[src/rtl/inst_decode_pkg.sv]
// mips_defs: opcode/funct encodings, ALU control codes and the decoded control bundle
package mips_defs;

  localparam logic [5:0] OP_RTYPE = 6'b000000;
  localparam logic [5:0] OP_ORI   = 6'b001101;
  localparam logic [5:0] OP_ADDIU = 6'b001001;
  localparam logic [5:0] OP_LUI   = 6'b001111;
  localparam logic [5:0] OP_LW    = 6'b100011;
  localparam logic [5:0] OP_SW    = 6'b101011;
  localparam logic [5:0] OP_BEQ   = 6'b000100;
  localparam logic [5:0] OP_J     = 6'b000010;

  localparam logic [5:0] FN_ADDU = 6'b100001;
  localparam logic [5:0] FN_SUBU = 6'b100011;
  localparam logic [5:0] FN_AND  = 6'b100100;
  localparam logic [5:0] FN_OR   = 6'b100101;
  localparam logic [5:0] FN_SLT  = 6'b101010;

  localparam logic [2:0] ALU_ADD = 3'b000;
  localparam logic [2:0] ALU_SUB = 3'b001;
  localparam logic [2:0] ALU_AND = 3'b010;
  localparam logic [2:0] ALU_OR  = 3'b011;
  localparam logic [2:0] ALU_SLT = 3'b100;
  localparam logic [2:0] ALU_LUI = 3'b101;

  typedef struct packed {
    logic [4:0] rw;
    logic       ext_op;
    logic       alu_src;
    logic [2:0] alu_ctr;
    logic       reg_write;
    logic       mem_to_reg;
    logic       mem_write;
    logic       branch;
    logic       jump;
  } ctrl_t;

endpackage

[src/rtl/inst_decode_reg_file.sv]
// reg_file: 2-read 1-write register file, $0 hardwired to zero, write-first bypass
module reg_file #(
  parameter int REG_NUM = 32,
  parameter int DATA_W  = 32,
  localparam int AW = $clog2(REG_NUM)
)(
  input  logic              clk,
  input  logic              reset,
  input  logic [AW-1:0]     ra,
  input  logic [AW-1:0]     rb,
  input  logic              wr_en,
  input  logic [AW-1:0]     wr_addr,
  input  logic [DATA_W-1:0] wr_data,
  output logic [DATA_W-1:0] rd_a,
  output logic [DATA_W-1:0] rd_b
);

  logic [DATA_W-1:0] mem [REG_NUM];
  logic              wr_live;

  assign wr_live = wr_en && wr_addr != '0;

  // reset clears every register and drops a coincident write; $0 is never written
  always_ff @(posedge clk)
    if (reset)
      for (int i = 0; i < REG_NUM; i++) mem[i] <= '0;
    else if (wr_live)
      mem[wr_addr] <= wr_data;

  // bypass beats everything, including reset, so writeback data is visible the same cycle
  always_comb begin
    rd_a = wr_live && wr_addr == ra ? wr_data : (ra == '0 || reset) ? '0 : mem[ra];
    rd_b = wr_live && wr_addr == rb ? wr_data : (rb == '0 || reset) ? '0 : mem[rb];
  end

endmodule

[src/rtl/inst_decode.sv]
// inst_decode: single-cycle MIPS decode stage with register file and sticky illegal flag
module inst_decode
  import mips_defs::*;
#(
  parameter int REG_NUM = 32,
  parameter int DATA_W  = 32,
  localparam int AW = $clog2(REG_NUM)
)(
  input  logic              clk,
  input  logic              reset,
  input  logic [31:0]       Inst,
  input  logic              wr_en,
  input  logic [AW-1:0]     wr_addr,
  input  logic [DATA_W-1:0] wr_data,
  output logic [DATA_W-1:0] busA,
  output logic [DATA_W-1:0] busB,
  output logic [4:0]        rw,
  output logic [15:0]       imm16,
  output logic [25:0]       target,
  output logic              ExtOp,
  output logic              ALUSrc,
  output logic [2:0]        ALUctr,
  output logic              RegWrite,
  output logic              MemtoReg,
  output logic              MemWrite,
  output logic              branch,
  output logic              jump,
  output logic              illegal
);

  logic [5:0] op, funct;
  logic [4:0] rs, rt, rd;
  ctrl_t      ctl;
  logic       legal;

  assign op     = Inst[31:26];
  assign rs     = Inst[25:21];
  assign rt     = Inst[20:16];
  assign rd     = Inst[15:11];
  assign funct  = Inst[5:0];
  assign imm16  = Inst[15:0];
  assign target = Inst[25:0];

  reg_file #(.REG_NUM(REG_NUM), .DATA_W(DATA_W)) u_rf (
    .clk     (clk),
    .reset   (reset),
    .ra      (rs),
    .rb      (rt),
    .wr_en   (wr_en),
    .wr_addr (wr_addr),
    .wr_data (wr_data),
    .rd_a    (busA),
    .rd_b    (busB)
  );

  // control decode; anything unrecognised falls through as an all-zero NOP
  always_comb begin
    ctl = '0;
    legal = 1'b1;
    case (op)
      OP_RTYPE: begin
        legal = funct inside {FN_ADDU, FN_SUBU, FN_AND, FN_OR, FN_SLT};
        ctl.alu_ctr = funct == FN_SUBU ? ALU_SUB : funct == FN_AND ? ALU_AND :
                      funct == FN_OR ? ALU_OR : funct == FN_SLT ? ALU_SLT : ALU_ADD;
        ctl.reg_write = legal;
        ctl.rw = legal ? rd : 5'd0;
      end
      OP_ORI, OP_ADDIU, OP_LUI, OP_LW: begin
        ctl.reg_write = 1'b1;
        ctl.alu_src = 1'b1;
        ctl.rw = rt;
        ctl.ext_op = op == OP_ADDIU || op == OP_LW;
        ctl.alu_ctr = op == OP_ORI ? ALU_OR : op == OP_LUI ? ALU_LUI : ALU_ADD;
        ctl.mem_to_reg = op == OP_LW;
      end
      OP_SW: begin
        ctl.ext_op = 1'b1;
        ctl.alu_src = 1'b1;
        ctl.mem_write = 1'b1;
      end
      OP_BEQ: begin
        ctl.branch = 1'b1;
        ctl.ext_op = 1'b1;
        ctl.alu_ctr = ALU_SUB;
      end
      OP_J: ctl.jump = 1'b1;
      default: legal = 1'b0;
    endcase
  end

  assign rw       = ctl.rw;
  assign ExtOp    = ctl.ext_op;
  assign ALUSrc   = ctl.alu_src;
  assign ALUctr   = ctl.alu_ctr;
  assign RegWrite = ctl.reg_write;
  assign MemtoReg = ctl.mem_to_reg;
  assign MemWrite = ctl.mem_write;
  assign branch   = ctl.branch;
  assign jump     = ctl.jump;

  // sticky flag: latches the first undefined instruction until reset
  always_ff @(posedge clk)
    if (reset) illegal <= 1'b0;
    else if (!legal) illegal <= 1'b1;

endmodule
[config.mk]
export PLATFORM = sky130hd
export DESIGN_NAME = inst_decode
export DESIGN_NICKNAME = d
export VERILOG_FILES = /design/src/rtl/inst_decode_pkg.sv /design/src/rtl/inst_decode_reg_file.sv /design/src/rtl/inst_decode.sv
export SDC_FILE = /design/constraint.sdc
export NUM_CORES = 2
export LEC_CHECK = 0
export BUFFER_PORTS_ARGS = -buffer_cell sky130_fd_sc_hd__buf_2
export CORE_MARGIN = 1.5
export CORE_UTILIZATION = 65
export CTS_CLUSTER_SIZE = 16
export DETAILED_ROUTE_END_ITERATION = 8
export HOLD_SLACK_MARGIN = 0.12
export PLACE_DENSITY = 0.83
export SETUP_SLACK_MARGIN = 0.05
export SLEW_MARGIN = 30
export SYNTH_ARGS = -nofsm -noshare
export SYNTH_HDL_FRONTEND = slang
export SYNTH_SLANG_ARGS = --single-unit
[constraint.sdc]
create_clock -name clk -period 7.3 [get_ports clk]
set_input_delay 1.46 -clock clk [delete_from_list [all_inputs] [get_ports clk]]
set_output_delay 1.46 -clock clk [all_outputs]
set_load 0.005 [all_outputs]
==> metrics.txt <==
period utilisation layout 0.826; Core ar. 84100 um^2; max-slew violation count 0; Rows 106; Worst Path Class, Setup in -> out; Critical Path Most Common Cell a22o_1; async set or reset register ratio after synthesis 0; Initial Util 0.660; 1st-pass router iterations 7; Pwr per Cell Area 236 nW/um^2; final WL 181000 um; DR DRC count 0; vias in the first global route 38100; area delta synth->final 9.37%; Via Count 38200; Clock Latency Late Sink 0.68 ns; Root Buffer clkbuf_16; Synth Cell Area 55500 um^2; WP data required 5.84 ns; initial antenna violation count 22; critical-path maximum fanout 55; worst stage delay on the critical path 0.80 ns; status complete, no violations; Final HPWL DP 104000 um; Tot GR Track Use 0.420; io pins 194; final setup vio count 0; Die ar. 87100 um^2; hold_buf cts 0; met3 usage 0.149; pre-CTS setup slack 1.53 ns; met2 Use GR 0.613; Hold Crit Class reg -> reg; number of CTS-inserted buffers 104; Die X 295 um; crit end category output pin; max cap viols 0; Syn Area/Cell 14.5 um^2; Slew Limit Headroom 0.255; Setup Buffers After CTS 0; share of layout cells above drive strength 1 0.251; Worst path top cell family by delay compound AO/OA/AOI/OAI gates; Die Ht 295 um; RSZ-0062 raised after global routing no; CP bufs+invs 2; Mapped Cells 3826; routed len/inst 35.8 um; crit-path cells buf_8 -> mux4_2 -> a22o_1 -> a221oi_1 -> nand3_1 -> a22o_1 -> buf_2; # clock sinks 1025; Synth Register Bits 1025; nature of the critical path startpoint primary input; max frequency 0.166 GHz; # nets final 3894; Routed Antenna Nets 0; synth warn 0; number of gates resized after cts 0; Crit-path slowest cell a221oi_1; Clock Pin Slew Worst Setup and Hold Paths 0.06 ns; crit path DAT 4.57 ns; worst hold slack 0.445 ns; endpoints failing hold 0; multi-input logic area 22900 um^2; port buffer count 178; Iter 0 DRT Violations 6461; gpl congestion 0.902; worst-case vdd ir drop 0.265 mV; Cell variety after synth 55; global-route wire length before repair 258000 um; clk buf depth 3; register area 30800 um^2; fill count 5235; min Tclk post-route 6.03 ns; Top FF cell, synth edfxtp_1; busiest grt layer met2; setup_tns 0 ns; Post-Route Skew 0 ns; Post-synth EDFFs 1024; grt total ovfl 0; sequential area share after synthesis 0.555; worst setup margin 1.27 ns; total leakage power 21.5 nW; H-tree levels 3; Tightest Pin Transition 1.12 ns; largest net degree at the start of global routing 82; Via density 7.56; TritonCTS clock tree built; met1 Use GR 0.534
[worst min-delay path, delay by kind of cell, from the launching register on]
family                 cells  cell delay [ns]
AO/OA/AOI/OAI              1             0.05
flip-flops                 1             0.30
buffers and inverters      1             0.05
[flip-flops by register name, indices dropped and copies added, names as in the netlist]
| register | flops |
|---|---|
| illegal | 1 |
| u_rf.mem | 1024 |
[cell usage after synthesis (all sizes together), types with 2 or more instances]
master | n | area (um^2)
xnor2 | 10 | 87.6
edfxtp | 1024 | 30700
o221ai | 32 | 280
nand3b | 8 | 60.1
o22ai | 82 | 513
o21ai | 5 | 25.0
a22o | 19 | 166
nand3 | 33 | 165
clkbuf | 303 | 1140
and2 | 997 | 6240
a32o | 57 | 571
a22oi | 75 | 563
or3 | 3 | 23.8
nand2b | 3 | 18.8
or2 | 33 | 206
a221oi | 11 | 96.3
o32ai | 2 | 17.5
or3b | 4 | 35.0
nor2b | 10 | 62.6
o211ai | 30 | 225
a2111oi | 2 | 17.5
nor2 | 59 | 221
mux2i | 250 | 2500
nor3 | 6 | 30.0
mux2 | 35 | 394
inv | 6 | 22.5
or4 | 2 | 15.0
a221o | 15 | 150
nor4 | 2 | 12.5
buf | 151 | 988
nand2 | 82 | 308
a21oi | 21 | 105
a211oi | 39 | 303
mux4 | 400 | 9020
[routing by layer]
layer / share of wire / vias up / wire [um]
li1: - / 14700 / -
met3: 0.17 / 881 / 30500
met1: 0.32 / 18600 / 57400
met2: 0.44 / 4018 / 79300
met4: 0.077 / 14 / 13900
met5: 0.00064 / - / 116
[stage by stage]
stage	utilization	total power (W)	cells	instance area, um^2
floorplan	-	0.00809	3857	55600
global placement	0.679	0.00867	4849	57100
detailed placement	0.679	0.00872	4849	57100
CTS	0.721	0.0142	5040	60600
global route	0.721	0.0145	5045	60700
finish	0.722	0.0143	5053	60700
[path summary, 6_finish.rpt]
path                             start                    to  slack, ns  cells past startpoint
setup / recovery              Inst[16]               busB[3]       1.27                      7
hold / removal    illegal$_SDFFE_PP0N_  illegal$_SDFFE_PP0N_       0.44                      2
setup reg to reg  illegal$_SDFFE_PP0N_  illegal$_SDFFE_PP0N_       6.76                      2
hold reg to reg   illegal$_SDFFE_PP0N_  illegal$_SDFFE_PP0N_       0.44                      2
[cells by family (layout without fill, tap and decap cells)]
group	Yosys count	in the layout	synth area share
buffers and inverters	460	510	0.0387
DFF	1025	1025	0.555
muxes	685	685	0.215
AOI/OAI and AO/OA	396	396	0.0558
and+or+nand+nor	1248	1248	0.134
xor gates and xnor gates	11	11	0.00174
other	1	44	0.0000676
[layout by cell type, fill, tap and decap left out, types with 12 or more instances in the layout]
cell type and count:
nor2_2 22, nand3_1 33, buf_2 171, conb_1 32, o22ai_1 82, a211oi_1 37, nand2_1 82, buf_4 130
edfxtp_1 1024, a22o_1 19, nor2_1 27, clkinv_1 15, a21oi_1 21, o211ai_1 30, or2_2 27, mux2_2 35
clkbuf_1 22, and2_1 994, a22oi_1 75, clkinv_2 20, a32o_1 57, mux4_2 398, a221o_1 15, mux2i_1 250
bufinv_16 16, o221ai_1 32, diode_2 12, clkbuf_16 108
[layout make-up]
cell class,count,area share
Multi-Input combinational cell,2372,0.377
Inverter,6,0.000371
Timing Repair Buffer,313,0.0336
Antenna cell,12,0.000495
Sequential cell,1025,0.507
Tap cell,1134,0.0234
Clock buffer,132,0.0464
Clock inverter,59,0.0117
[power breakdown]
group	switching, W	internal [W]
clock	0.00231	0.00328
sequential	0.000178	0.00680
combinational	0.00103	0.000687
total	0.00352	0.0108
Note: power is estimated with default switching activity, not from simulation.
